--- src/rtl/vga_pkg.sv ---
// Shared VGA constants, pattern/box enums and the RGB565 pixel type.
package vga_pkg;

  localparam int unsigned H_ACTIVE   = 640;
  localparam int unsigned V_ACTIVE   = 480;
  localparam int unsigned H_TOTAL    = 800;
  localparam int unsigned V_TOTAL    = 525;
  localparam int unsigned BAR_WIDTH  = 80;
  localparam int unsigned RAMP_WIDTH = 20;

  typedef enum logic [1:0] {
    PAT_BARS    = 2'd0,
    PAT_CHECKER = 2'd1,
    PAT_RAMP    = 2'd2,
    PAT_BOX     = 2'd3
  } pattern_e;

  typedef enum logic {
    MOVE_RIGHT = 1'b0,
    MOVE_LEFT  = 1'b1
  } box_state_e;

  typedef struct packed {
    logic [4:0] r;
    logic [5:0] g;
    logic [4:0] b;
  } rgb565_t;

  localparam rgb565_t RGB_BLACK = '{r: 5'd0,  g: 6'd0,  b: 5'd0};
  localparam rgb565_t RGB_WHITE = '{r: 5'd31, g: 6'd63, b: 5'd31};
  localparam rgb565_t RGB_BLUE  = '{r: 5'd0,  g: 6'd0,  b: 5'd31};

endpackage

--- src/rtl/vga_box_ctrl.sv ---
// Horizontal position controller for the bouncing box; steps once per frame.
//
// state      | meaning
// -----------+--------------------------------------------------------
// MOVE_RIGHT | box_x grows by BoxStep each frame, clamps at right edge
// MOVE_LEFT  | box_x shrinks by BoxStep each frame, clamps at 0
module vga_box_ctrl
  import vga_pkg::*;
#(
  parameter int unsigned BoxSize = 64,
  parameter int unsigned BoxStep = 4
) (
  input  logic       clk,
  input  logic       rst_n,
  input  logic       frame_start,
  output logic [9:0] box_x
);

  localparam logic [9:0] X_MAX = 10'(H_ACTIVE - BoxSize);
  localparam logic [9:0] STEP  = 10'(BoxStep);

  box_state_e  state_q, state_d;
  logic [9:0]  box_x_q, box_x_d;
  logic [10:0] sum;

  // State and position register
  always_ff @(posedge clk) begin
    if (!rst_n) begin
      state_q <= MOVE_RIGHT;
      box_x_q <= '0;
    end else begin
      state_q <= state_d;
      box_x_q <= box_x_d;
    end
  end

  // Next state: move only on the frame-start strobe; clamp before any wrap
  always_comb begin
    state_d = state_q;
    box_x_d = box_x_q;
    sum     = {1'b0, box_x_q} + {1'b0, STEP};
    if (frame_start) begin
      case (state_q)
        MOVE_RIGHT: begin
          if (sum >= {1'b0, X_MAX}) begin
            box_x_d = X_MAX;
            state_d = MOVE_LEFT;
          end else begin
            box_x_d = sum[9:0];
          end
        end
        MOVE_LEFT: begin
          if (box_x_q <= STEP) begin
            box_x_d = '0;
            state_d = MOVE_RIGHT;
          end else begin
            box_x_d = box_x_q - STEP;
          end
        end
        default: begin
          box_x_d = '0;
          state_d = MOVE_RIGHT;
        end
      endcase
    end
  end

  // Output decode
  always_comb begin
    box_x = box_x_q;
  end

endmodule

--- src/rtl/vga_pattern_gen.sv ---
// Test-pattern generator behind vga_sync: two-stage pipeline, RGB565 out,
// syncs delayed to match the pixel data exactly.
module vga_pattern_gen
  import vga_pkg::*;
#(
  parameter int unsigned BoxSize = 64,
  parameter int unsigned BoxStep = 4,
  parameter int unsigned BoxY    = 208
) (
  input  logic       Clock25,
  input  logic       ResetN,
  input  logic       HorizontalSync,
  input  logic       VerticalSync,
  input  logic [9:0] HorizontalCounter,
  input  logic [9:0] VerticalCounter,
  input  logic [1:0] PatternSel,
  output logic       HSyncOut,
  output logic       VSyncOut,
  output logic [4:0] Red,
  output logic [5:0] Green,
  output logic [4:0] Blue,
  output logic [7:0] FrameCount
);

  localparam logic [9:0] H_LAST    = 10'(H_ACTIVE);
  localparam logic [9:0] V_LAST    = 10'(V_ACTIVE);
  localparam logic [9:0] BOX_W     = 10'(BoxSize);
  localparam logic [9:0] BOX_Y_LO  = 10'(BoxY);
  localparam logic [9:0] BOX_Y_HI  = 10'(BoxY + BoxSize);
  localparam logic [6:0] BAR_LAST  = 7'(BAR_WIDTH - 1);
  localparam logic [4:0] RAMP_LAST = 5'(RAMP_WIDTH - 1);

  logic       frame_start, h_in_active, v_in_active, h_advance, in_box;
  logic [9:0] box_x;

  pattern_e   mode_q, mode_d;
  logic [7:0] frame_cnt_q, frame_cnt_d;
  logic       run_q, run_d;

  logic       act1_q, act1_d;
  logic [9:0] x1_q, x1_d, y1_q, y1_d;
  logic       hs1_q, hs1_d, vs1_q, vs1_d;
  logic [2:0] bar_idx_q, bar_idx_d;
  logic [6:0] bar_sub_q, bar_sub_d;
  logic [4:0] ramp_lvl_q, ramp_lvl_d;
  logic [4:0] ramp_sub_q, ramp_sub_d;

  rgb565_t    rgb2_q, rgb2_d;
  logic       hs2_q, hs2_d, vs2_q, vs2_d;

  vga_box_ctrl #(
    .BoxSize (BoxSize),
    .BoxStep (BoxStep)
  ) u_box_ctrl (
    .clk         (Clock25),
    .rst_n       (ResetN),
    .frame_start (frame_start),
    .box_x       (box_x)
  );

  // Counter decode; anything outside the visible window counts as blanking
  always_comb begin
    h_in_active = (HorizontalCounter >= 10'd1) && (HorizontalCounter <= H_LAST);
    v_in_active = (VerticalCounter >= 10'd1) && (VerticalCounter <= V_LAST);
    h_advance   = (HorizontalCounter >= 10'd2) && (HorizontalCounter <= H_LAST);
    frame_start = (HorizontalCounter == 10'd1) && (VerticalCounter == 10'd1);
  end

  // Frame-boundary state: pattern latch, frame counter, output enable after reset
  always_comb begin
    mode_d      = mode_q;
    frame_cnt_d = frame_cnt_q;
    run_d       = run_q;
    if (frame_start) begin
      mode_d      = pattern_e'(PatternSel);
      frame_cnt_d = frame_cnt_q + 8'd1;
      run_d       = 1'b1;
    end
  end

  // Stage 1: coordinates, active flag, syncs and the bar/ramp sub-counters
  always_comb begin
    act1_d     = h_in_active && v_in_active && (run_q || frame_start);
    x1_d       = HorizontalCounter - 10'd1;
    y1_d       = VerticalCounter - 10'd1;
    hs1_d      = HorizontalSync;
    vs1_d      = VerticalSync;
    bar_idx_d  = bar_idx_q;
    bar_sub_d  = bar_sub_q;
    ramp_lvl_d = ramp_lvl_q;
    ramp_sub_d = ramp_sub_q;
    if (HorizontalCounter == 10'd1) begin
      bar_idx_d  = '0;
      bar_sub_d  = '0;
      ramp_lvl_d = '0;
      ramp_sub_d = '0;
    end else if (h_advance) begin
      if (bar_sub_q == BAR_LAST) begin
        bar_sub_d = '0;
        bar_idx_d = bar_idx_q + 3'd1;
      end else begin
        bar_sub_d = bar_sub_q + 7'd1;
      end
      if (ramp_sub_q == RAMP_LAST) begin
        ramp_sub_d = '0;
        ramp_lvl_d = ramp_lvl_q + 5'd1;
      end else begin
        ramp_sub_d = ramp_sub_q + 5'd1;
      end
    end
  end

  // Stage 2: colour mux; bar index bit 1 removes red, bit 0 removes blue, bit 2 removes green
  always_comb begin
    in_box = (x1_q >= box_x) && (x1_q < box_x + BOX_W) &&
             (y1_q >= BOX_Y_LO) && (y1_q < BOX_Y_HI);
    hs2_d  = hs1_q;
    vs2_d  = vs1_q;
    rgb2_d = RGB_BLACK;
    if (act1_q) begin
      case (mode_q)
        PAT_BARS: begin
          rgb2_d.r = bar_idx_q[1] ? 5'd0 : 5'd31;
          rgb2_d.g = bar_idx_q[2] ? 6'd0 : 6'd63;
          rgb2_d.b = bar_idx_q[0] ? 5'd0 : 5'd31;
        end
        PAT_CHECKER: rgb2_d = (x1_q[5] ^ y1_q[5]) ? RGB_BLACK : RGB_WHITE;
        PAT_RAMP: begin
          rgb2_d.r = ramp_lvl_q;
          rgb2_d.g = {ramp_lvl_q, 1'b0};
          rgb2_d.b = ramp_lvl_q;
        end
        PAT_BOX:  rgb2_d = in_box ? RGB_WHITE : RGB_BLUE;
        default:  rgb2_d = RGB_BLACK;
      endcase
    end
  end

  // All registers; reset blanks the pipeline and parks syncs high
  always_ff @(posedge Clock25) begin
    if (!ResetN) begin
      mode_q      <= PAT_BARS;
      frame_cnt_q <= '0;
      run_q       <= 1'b0;
      act1_q      <= 1'b0;
      x1_q        <= '0;
      y1_q        <= '0;
      hs1_q       <= 1'b1;
      vs1_q       <= 1'b1;
      bar_idx_q   <= '0;
      bar_sub_q   <= '0;
      ramp_lvl_q  <= '0;
      ramp_sub_q  <= '0;
      rgb2_q      <= RGB_BLACK;
      hs2_q       <= 1'b1;
      vs2_q       <= 1'b1;
    end else begin
      mode_q      <= mode_d;
      frame_cnt_q <= frame_cnt_d;
      run_q       <= run_d;
      act1_q      <= act1_d;
      x1_q        <= x1_d;
      y1_q        <= y1_d;
      hs1_q       <= hs1_d;
      vs1_q       <= vs1_d;
      bar_idx_q   <= bar_idx_d;
      bar_sub_q   <= bar_sub_d;
      ramp_lvl_q  <= ramp_lvl_d;
      ramp_sub_q  <= ramp_sub_d;
      rgb2_q      <= rgb2_d;
      hs2_q       <= hs2_d;
      vs2_q       <= vs2_d;
    end
  end

  assign Red        = rgb2_q.r;
  assign Green      = rgb2_q.g;
  assign Blue       = rgb2_q.b;
  assign HSyncOut   = hs2_q;
  assign VSyncOut   = vs2_q;
  assign FrameCount = frame_cnt_q;

endmodule

--- config.mk ---
export PLATFORM = sky130hd
export DESIGN_NAME = vga_pattern_gen
export DESIGN_NICKNAME = d
export VERILOG_FILES = /design/src/rtl/vga_pkg.sv /design/src/rtl/vga_box_ctrl.sv /design/src/rtl/vga_pattern_gen.sv
export SDC_FILE = /design/constraint.sdc
export NUM_CORES = 1
export LEC_CHECK = 0
export ABC_AREA = 1
export BUFFER_PORTS_ARGS = -buffer_cell sky130_fd_sc_hd__buf_2
export CAP_MARGIN = 20
export CELL_PAD_IN_SITES_DETAIL_PLACEMENT = 0
export CELL_PAD_IN_SITES_GLOBAL_PLACEMENT = 2
export CORE_UTILIZATION = 30
export CTS_CLUSTER_DIAMETER = 40
export DETAILED_ROUTE_END_ITERATION = 10
export PLACE_DENSITY = 0.83
export RECOVER_POWER = 100
export SYNTH_ARGS = -nofsm -noshare
export SYNTH_HDL_FRONTEND = slang
export SYNTH_SLANG_ARGS = --single-unit
--- constraint.sdc ---
create_clock -name Clock25 -period 1.98 [get_ports Clock25]
set_input_delay 0.495 -clock Clock25 [delete_from_list [all_inputs] [get_ports Clock25]]
set_output_delay 0.495 -clock Clock25 [all_outputs]
set_load 0.005 [all_outputs]
# --- Yosys cells after proc, flatten, opt, wreduce, memory -nomap -nowiden ---
# Index checks and enable logic that the tools add are counted.
totals:
  register_bits: 83
  inputBits: 26
  output_inout_bits: 26
  wordCells: 79
op_classes:
  n_addsub: 10
  n_lt_le_gt_ge: 11
  n_eq_ne: 7
  n_mux: 14
  bitwise_logic: 3
  n_reduce_logical: 15
op_table:
  columns: ["op", "count"]
  rows:
  - ["one-hot mux 16 bit (4 select lines)", 1]
  - ["2-to-1 mux 16 bit", 2]
  - ["equality test 10 x 1 -> 1 bit (second input constant)", 2]
  - ["greater-or-equal comparator 10 x 1 -> 1 bit (second input constant)", 2]
  - ["2-to-1 mux 10 bit", 2]
  - ["one-hot mux 10 bit (2 select lines)", 1]
  - ["subtractor 10 x 1 -> 10 bit (second input constant)", 2]
  - ["2-to-1 mux 5 bit", 3]
  - ["adder 10 x 3 -> 11 bit (second input constant)", 1]
  - ["greater-or-equal comparator 11 x 10 -> 1 bit (second input constant)", 1]
  - ["adder 10 x 7 -> 10 bit (second input constant)", 1]
  - ["adder 5 x 1 -> 5 bit (second input constant)", 2]
  - ["greater-or-equal comparator 10 bit", 1]
  - ["greater-or-equal comparator 10 x 2 -> 1 bit (second input constant)", 1]
  - ["greater-or-equal comparator 10 x 8 -> 1 bit (second input constant)", 1]
  - ["<= comparator 10 bit (second input constant)", 1]
  - ["<= comparator 10 x 3 -> 1 bit (second input constant)", 1]
  - ["<= comparator 10 x 9 -> 1 bit (second input constant)", 1]
  - ["< comparator 10 bit", 1]
  - ["< comparator 10 x 9 -> 1 bit (second input constant)", 1]
  - ["subtractor 10 x 3 -> 10 bit (second input constant)", 1]
  - ["logical AND 1 bit", 9]
  - ["adder 8 x 1 -> 8 bit (second input constant)", 1]
  - ["adder 7 x 1 -> 7 bit (second input constant)", 1]
  - ["other kinds (15)", 20]

# --- Logic depth before layout (Yosys ltp) ---
# Gate-level depths: netlist of run 1.
depth:
  ltp_word: 7
  mapped_depth: 13

# --- By module ---
# From an unflattened synthesis of run 1, not the netlist that was laid out.
unflattened:
  cells_unflattened: 628
  area_unflattened_um2: 4534.3
by_module_without_submodules:
  columns: ["module", "n_inst", "cells_each", "area_each_um2", "seq_area_each_um2"]
  rows:
  - ["vga_pattern_gen", 1, 493, 3654.8, 1361.3]
  - ["vga_box_ctrl", 1, 135, 879.6, 180.2]

# --- Worst setup path after synthesis of run 1 ---
# Ideal clock, no wire load.
synth_timing:
  path_kind: "register to register"
  startpoint: "register u_box_ctrl.box_x_q[6], in the netlist u_box_ctrl.box_x[6]"
  endpoint: "register rgb2_q, in the netlist Green[1]"
  t_arrival_ps: 1884
  required_time_ps: 1920
  setup_slack_ps: 36
  path_stages_with_launch: 14
  path_buffers: 0
  period_less_slack_ps: 1944
  cell_sequence: "dfxtp_1 inv_1 ha_1 inv_1 ha_1 nand2_1 nand2_1 a21oi_1 nor2_1 nor2_1 nand3_1 nand3_1 nand2_1 nand2_1"
synth_between:
  elab_chain_cells: 7
  word_cells_on_any_way: 8
synth_rtl:
  columns: ["item", "line", "rtl"]
  rows:
  - ["start, declared", "vga_box_ctrl.sv:23", "logic [9:0] box_x_q, box_x_d;"]
  - ["start signal, assigned", "vga_box_ctrl.sv:33", "box_x_q <= box_x_d;"]
  - ["adder 10 x 7 -> 10 bit", "vga_pattern_gen.sv:115", "in_box = (x1_q >= box_x) && (x1_q < box_x + BOX_W) &&"]
  - ["< comparator 10 bit", "vga_pattern_gen.sv:115", null]
  - ["logical AND 1 bit * (2 in series)", "vga_pattern_gen.sv:115", null]
  - ["logical AND 1 bit *", "vga_pattern_gen.sv:116", "(y1_q >= BOX_Y_LO) && (y1_q < BOX_Y_HI);"]
  - ["2-to-1 mux 16 bit *", "vga_pattern_gen.sv:133", "PAT_BOX: rgb2_d = in_box ? RGB_WHITE : RGB_BLUE;"]
  - ["one-hot mux 16 bit (4 select lines) *", "vga_pattern_gen.sv:121", "case (mode_q)"]
  - ["end signal, assigned", "vga_pattern_gen.sv:170", "rgb2_q <= rgb2_d;"]
  - ["end, declared", "vga_pattern_gen.sv:48", "rgb565_t rgb2_q, rgb2_d;"]
# Mark *: on every way between the ends. The rest lies on a longest branch, timed or not.
# A chain may end at the register's enable or synchronous reset.

# --- Final worst setup path of run 1 ---
layout_timing:
  startpoint: "register u_box_ctrl.box_x_q[6], in the netlist u_box_ctrl.box_x[6]"
  endpoint: "register rgb2_q, in the netlist Green[2]"
# Same word-level chain as after synthesis.

==> results of run 1 <==
power by group:
group          switching [mW]  internal [mW]  leakage (nW)
clock                   0.643           1.10         0.141
sequential             0.0182           1.54         0.612
combinational           0.145         0.0954          1.64
cells in the final DEF (no fill, tap or decap), types with 3 or more instances in the layout:
cell type,instances
a21oi_1,50
nand3_2,5
buf_2,37
nor3_1,7
or2_2,8
inv_1,71
nand3_1,44
o31ai_1,6
nor2_2,4
clkbuf_1,17
xor2_1,17
ha_1,23
nand3b_1,5
nand2_1,115
nand2_2,6
nor3_2,4
nand4_1,20
dfxtp_1,72
buf_4,19
clkinv_1,3
o21ai_1,3
a21oi_2,5
nor2_1,53
clkbuf_16,9
o21ai_0,28
clkinvlp_4,4
xnor2_1,5
ha_4,4
worst register-to-register path, stage by stage (launching register included):
cell,delay [ns]
dfxtp_4,0.40
inv_4,0.05
buf_4,0.12
buf_4,0.14
ha_1,0.33
nor3_2,0.21
nand2_1,0.09
nand3_2,0.10
nand3_1,0.08
nand2_2,0.13
nand2_1,0.07
repair_timing:
item / CTS / global route
pin swaps: 0 / 7
buffers inserted: 0 / 1
setup endpoints to repair: 9 / 11
gates resized for setup: 2 / 26
sequential cells by signal, summed over array words and instances, names as in the netlist, 2 cells and up:
register / cells
Blue: 5
ramp_lvl_q: 5
y1_q: 6
ramp_sub_q: 5
bar_idx_q: 3
bar_sub_q: 7
mode_q: 2
FrameCount: 8
Green: 6
u_box_ctrl.box_x: 8
x1_q: 8
Red: 5
how the worst min path moves through the flow:
stage                                start                   to  slack, ns
after floorplan           hs1_q$_SDFF_PN1_  HSyncOut$_SDFF_PN1_       0.39
after global placement    vs1_q$_SDFF_PN1_  VSyncOut$_SDFF_PN1_       0.40
after detailed placement  vs1_q$_SDFF_PN1_  VSyncOut$_SDFF_PN1_       0.40
after CTS                     VerticalSync     vs1_q$_SDFF_PN1_       0.34
after global routing          VerticalSync     vs1_q$_SDFF_PN1_       0.33
final                         VerticalSync     vs1_q$_SDFF_PN1_       0.35
through the flow:
| stage | area [µm²] | worst slack, ns |
|---|---|---|
| finish | 5200 | 0.141 |
| CTS | 5150 | 0.0458 |
| global route | 5200 | 0.00895 |
| floorplan | 4230 | 0.0358 |
| detailed placement | 4830 | -0.00270 |
| global placement | 4830 | 0.0218 |
routing by layer:
metal | share of wire | up-vias | GRT usage
met5 | 0 | - | 0
met4 | 0.013 | 0 | 0.0687
met3 | 0.035 | 10 | 0.0377
met2 | 0.48 | 62 | 0.250
met1 | 0.47 | 1781 | 0.187
li1 | - | 2071 | -
layout make-up:
type / count / area [µm²] / share of cell area
well taps: 180 / 225 / 0.0433
clock buffers: 10 / 229 / 0.0441
repair buffers: 77 / 424 / 0.0816
diodes: 2 / 5.00 / 0.000963
flip-flops and latches: 75 / 1510 / 0.291
inverters: 78 / 298 / 0.0573
clock inverters: 6 / 90.1 / 0.0173
multi-input cells: 421 / 2410 / 0.465
cells by family after synthesis:
family          count (synthesis)
simple gates                  275
fa+ha+maj                      27
compound gates                 97
xor+xnor                       22
flops                          75
buf+inv                        93
==> impl_metrics.yaml, run 1 <==
run_status:
  status: "complete, no violations"
grt:
  grt_max_degree: 20
  first_global_vias: 3777
  track_usage: 0.152
  antenna_found_initial: 2
  grt_pass1_wl_um: 17400
  grt_remaining_overflow: 0
critical_path:
  critPathKind: "reg2reg"
  crit_slowest_cell: "dfxtp_4"
  crit_arrival_ns: 2.06
  cp-end-kind: "flip-flop"
  crit_chain: "inv_4 > buf_4 > buf_4 > ha_1 > nor3_2 > nand2_1 > nand3_2 > nand3_1 > nand2_2 > nand2_1"
  reg2reg_depth: 10
  path_delay_family: "simple AND/OR/NAND/NOR gates"
  reg2reg_slack_ns: 0.14
  cp.required_ns: 2.20
  slowest_delay_ns: 0.40
  cp.depth: 10
  reg2reg_to: "Green[2]$_SDFF_PN0_"
  crit_path_end: "Green[2]$_SDFF_PN0_"
  cp-startpoint: "u_box_ctrl.box_x[6]$_SDFFE_PN0P_"
  path_max_fanout: 6
  cp-start-kind: "flip-flop"
  timing.rr.start: "u_box_ctrl.box_x[6]$_SDFFE_PN0P_"
  path_buf_inv: 3
clock_network:
  htreeDepth: 3
  clock-sinks: 75
  clkLatencyLatePin_ns: 0.34
  clk_pin_slew_ns: 0.06
  cts_buffers: 9
  cts_tree: "built"
  ctsRootBufferMaster: "clkbuf_16"
  cts_hold_buf: 0
  clk_path_buf_depth: 2
synth:
  syn_nets: 642
  synth_flop_cell: "dfxtp_1"
  synth_fa_ha_area_frac: 0.0798
  yosysMostFrequentCell: "nand2_1"
  yosysWarningCount: 0
  netlist.area_leader.share: 0.355
  synth_common_cells: "118 x nand2_1, 75 x dfxtp_1, 73 x inv_1"
  synthTopCellsByArea: "dfxtp_1 35%, nand2_1 10%, ha_1 8.0%"
  ys_async_sr_fraction: 0
  yosys.area_share.simple: 0.302
  synthMuxAreaShare: 0
  synth_top_area_cell: "dfxtp_1"
  synthCells: 589
  synth_top_family_by_area: "simple AND/OR/NAND/NOR gates"
  ys_seq_area_frac: 0.355
  netlist_area_um2: 4230
  synth-seq-cells: 75
  synth_compound_area_frac: 0.126
  ys_types: 36
  syn_avg_cell_area_um2: 7.18
  synth_edf_count: 0
  synth-xor-area-share: 0.0455
route:
  vias: 3924
  drtPass1Iterations: 5
  route.detailed.drc: 0
  via_per_inst: 4.62
  wl_um: 10600
  routedWlPerCell_um: 12.4
  final_antenna_net_count: 0
  drt-initial-drc-count: 176
placement:
  dpl.cell_count: 830
  hpwl_um: 7950
  io_buffer_count: 51
  gp_congestion: 0.798
sta:
  slew_viol_final: 0
  tightest_slew_ns: 0.637
  tns_ns: 0
  setup-violations-final: 0
  slew_headroom: 0.575
  period_needed_ns: 1.84
  period_share: 0.929
  fin_skew_ns: 0.00544
  hold_slack_ns: 0.349
  fmax_mhz: 544
  hold_viol: 0
  rsz0062_at_grt: "yes"
min_path:
  hold_class: "in2reg"
  hold_depth: 2
power:
  power.density_nw_per_um2: 681
  power.leakage_nw: 2.39
  total_power_mw: 3.54
  vdd_drop_max_uv: 378
die:
  chipHeight_um: 121
  io_pins: 52
  die_w_um: 121
  initial_core_util: 0.306
  core_area_um2: 13800
  num_rows: 43
  dieArea_um2: 14600
layout:
  area_delta_synth_final_pct: 22.8
  post-route-util: 0.376
  fin_cells: 849
  nFillCells: 1464
  drive_above_1_share: 0.184
  nets: 715
job:
  drv_cap: 0
Power figures use the tool's default switching activity.
==> run 2: changes to the inputs <==
--- a/config.mk
+++ b/config.mk
@@ -5,15 +5,16 @@
 export SDC_FILE = /design/constraint.sdc
 export NUM_CORES = 1
 export LEC_CHECK = 0
-export ABC_AREA = 1
+export ABC_AREA = 0
 export BUFFER_PORTS_ARGS = -buffer_cell sky130_fd_sc_hd__buf_2
 export CAP_MARGIN = 20
 export CELL_PAD_IN_SITES_DETAIL_PLACEMENT = 0
 export CELL_PAD_IN_SITES_GLOBAL_PLACEMENT = 2
-export CORE_UTILIZATION = 30
+export CORE_UTILIZATION = 31
 export CTS_CLUSTER_DIAMETER = 40
 export DETAILED_ROUTE_END_ITERATION = 10
-export PLACE_DENSITY = 0.83
+export GPL_ROUTABILITY_DRIVEN = 0
+export PLACE_DENSITY = 0.82
 export RECOVER_POWER = 100
 export SYNTH_ARGS = -nofsm -noshare
 export SYNTH_HDL_FRONTEND = slang
==> impl_metrics.yaml, run 2 <==
critical_path:
  reg2reg_depth: 8
  path_max_fanout: 7
  timing.rr.start: "u_box_ctrl.box_x[6]$_SDFFE_PN0P_"
  slowest_delay_ns: 0.53
  cp.required_ns: 2.19
  reg2reg_to: "u_box_ctrl.box_x[2]$_SDFFE_PN0P_"
  crit_chain: "inv_2 > buf_6 > or4_4 > o211ai_1 > a21oi_1 > buf_4 > o211ai_1 > a21oi_1"
  cp-start-kind: "flip-flop"
  crit_arrival_ns: 2.13
  cp-end-kind: "flip-flop"
  path_delay_family: "simple AND/OR/NAND/NOR gates"
  path_buf_inv: 3
  critPathKind: "reg2reg"
  crit_slowest_cell: "or4_4"
  reg2reg_slack_ns: 0.06
clock_network:
  clk_pin_slew_ns: 0.06
  cts_buffers: 9
  ctsRootBufferMaster: "clkbuf_16"
  clock-sinks: 75
  htreeDepth: 3
  cts_hold_buf: 0
  clkLatencyLatePin_ns: 0.34
  cts_tree: "built"
  clk_path_buf_depth: 2
job:
  drv_cap: 0
synth:
  syn_avg_cell_area_um2: 8.70
  yosysWarningCount: 0
  synth_fa_ha_area_frac: 0.0874
  ys_types: 58
  synth-xor-area-share: 0.0770
  synthTopCellsByArea: "dfxtp_1 39%, ha_1 8.7%, xnor2_1 5.0%"
  synthCells: 444
  syn_nets: 497
  netlist.area_leader.share: 0.388
  synth_compound_area_frac: 0.154
  synth-seq-cells: 75
  synth_edf_count: 0
  ys_async_sr_fraction: 0
  synth_top_family_by_area: "simple AND/OR/NAND/NOR gates"
  netlist_area_um2: 3860
  synthMuxAreaShare: 0.0133
  yosysMostFrequentCell: "dfxtp_1"
  synth_flop_cell: "dfxtp_1"
  ys_seq_area_frac: 0.388
  synth_top_area_cell: "dfxtp_1"
  yosys.area_share.simple: 0.242
  synth_common_cells: "75 x dfxtp_1, 50 x nor2_1, 35 x nand2_1"
layout:
  n_antenna_cell: 0
  area_delta_synth_final_pct: 39.4
  final_common_cell: "buf_4"
  nFillCells: 1212
  drive_above_1_share: 0.351
  final_cell_mix: "72 x buf_4, 68 x dfxtp_1, 51 x buf_2"
  nets: 618
grt:
  grt_busiest_layer: "met2"
  grt_remaining_overflow: 0
  grt_pass1_wl_um: 15600
  grt_max_degree: 23
  antenna_found_initial: 0
  use_met1: 0.209
  track_usage: 0.155
  first_global_vias: 3280
  met3_usage: 0.0292
  grt_use_met2: 0.243
route:
  routedWlPerCell_um: 13.3
  wl_um: 9850
  drt-initial-drc-count: 181
  vias: 3509
  final_antenna_net_count: 0
  via_per_inst: 4.75
  route.detailed.drc: 0
  drtPass1Iterations: 4
power:
  internal_power_mw: 2.85
  vdd_drop_max_uv: 351
  power.leakage_nw: 2.22
  comb_power_share: 0.089
  power.switching_mw: 0.872
  seq_power_share: 0.420
  power.density_nw_per_um2: 691
  clockPowerShare: 0.491
  switching_share: 0.234
min_path:
  hold_class: "in2reg"
  holdPathEnd: "vs1_q$_SDFF_PN1_"
  hold_depth: 2
  worstHoldStart: "VerticalSync"
die:
  die_w_um: 114
  num_rows: 40
  chipHeight_um: 114
  io_pins: 52
  initial_core_util: 0.320
  dieArea_um2: 12900
  core_area_um2: 12100
sta:
  slew_viol_final: 0
  hold_slack_ns: 0.343
  hold_viol: 0
  tightest_slew_ns: 0.572
  fmax_mhz: 521
  fin_skew_ns: 0.00675
  setup-violations-final: 0
  tns_ns: 0
  period_share: 0.969
  slew_headroom: 0.618
  rsz0062_at_grt: "yes"
  period_needed_ns: 1.92
placement:
  io_buffer_count: 51
  hpwl_um: 7240
run_status:
  status: "complete, no violations"
==> run 2: worst register-to-register path, cell delays in order, from the launching register on <==
cell and delay [ns]:
dfxtp_4 0.37, inv_2 0.06, buf_6 0.13, or4_4 0.53, o211ai_1 0.14, a21oi_1 0.10
buf_4 0.17, o211ai_1 0.20, a21oi_1 0.09
==> run 2: final cells by class <==
type,instances,area (µm²),share of cell area
multi-input cells,335,2430,0.452
flip-flops and latches,75,1520,0.282
repair buffers,125,818,0.152
clock buffers,10,239,0.0444
well taps,168,210,0.0390
clock inverters,6,96.3,0.0179
inverters,19,71.3,0.0132
==> run 2: timing repair <==
action | in CTS | in global routing
endpoints found under the hold margin | 0 | 0
gates resized for setup | 17 | 33
pin swaps | 8 | 25
endpoints found under the setup margin | 17 | 30
cloned | 1 | 0
buffers inserted | 2 | 6
==> run 2: through the flow <==
step	utilization	instance area, µm²	power [mW]	instances	worst slack (ns)
final	0.447	5390	3.72	738	0.0615
after floorplan	-	3880	1.76	444	-0.0653
after CTS	0.432	5210	3.75	733	0.00451
after global routing	0.447	5390	3.87	738	-0.0569
after detailed placement	0.396	4780	1.90	714	-0.343
after global placement	0.396	4780	1.89	714	-0.321
==> run 2: per-layer routing <==
metal	vias up	routed length, µm
met5	-	0
met4	0	182
met3	14	477
met2	83	4420
met1	1591	4770
li1	1821	-
==> run 2: worst max-delay path by stage <==
stage	depth (start not counted)	from	slack (ns)	endpoint
after floorplan	6	HorizontalCounter[4]	-0.07	ramp_lvl_q[1]$_SDFFE_PP0P_
after global placement	8	HorizontalCounter[4]	-0.32	FrameCount[7]$_SDFFE_PN0P_
after detailed placement	6	HorizontalCounter[4]	-0.34	u_box_ctrl.box_x[6]$_SDFFE_PN0P_
after CTS	9	u_box_ctrl.box_x[6]$_SDFFE_PN0P_	0.005	Green[3]$_SDFF_PN0_
after global routing	9	u_box_ctrl.box_x[6]$_SDFFE_PN0P_	-0.06	u_box_ctrl.state_q$_SDFFE_PN0P_
final	8	u_box_ctrl.box_x[6]$_SDFFE_PN0P_	0.06	u_box_ctrl.box_x[2]$_SDFFE_PN0P_
==> run 2: cell families after synthesis <==
group	count (synthesis)
and+or+nand+nor	175
AOI/OAI and AO/OA	93
DFF	75
buffers and inverters	35
xor gates and xnor gates	34
adders and majority gates	27
muxes	5
==> run 2: power groups by stage <==
stage               Clock, mW  Combinational (mW)  Sequential [mW]
finish                   1.83               0.332             1.57
global route             1.93               0.367             1.57
detailed placement          0               0.297             1.60
CTS                      1.87               0.314             1.56
global placement            0               0.288             1.60
floorplan                   0               0.163             1.59
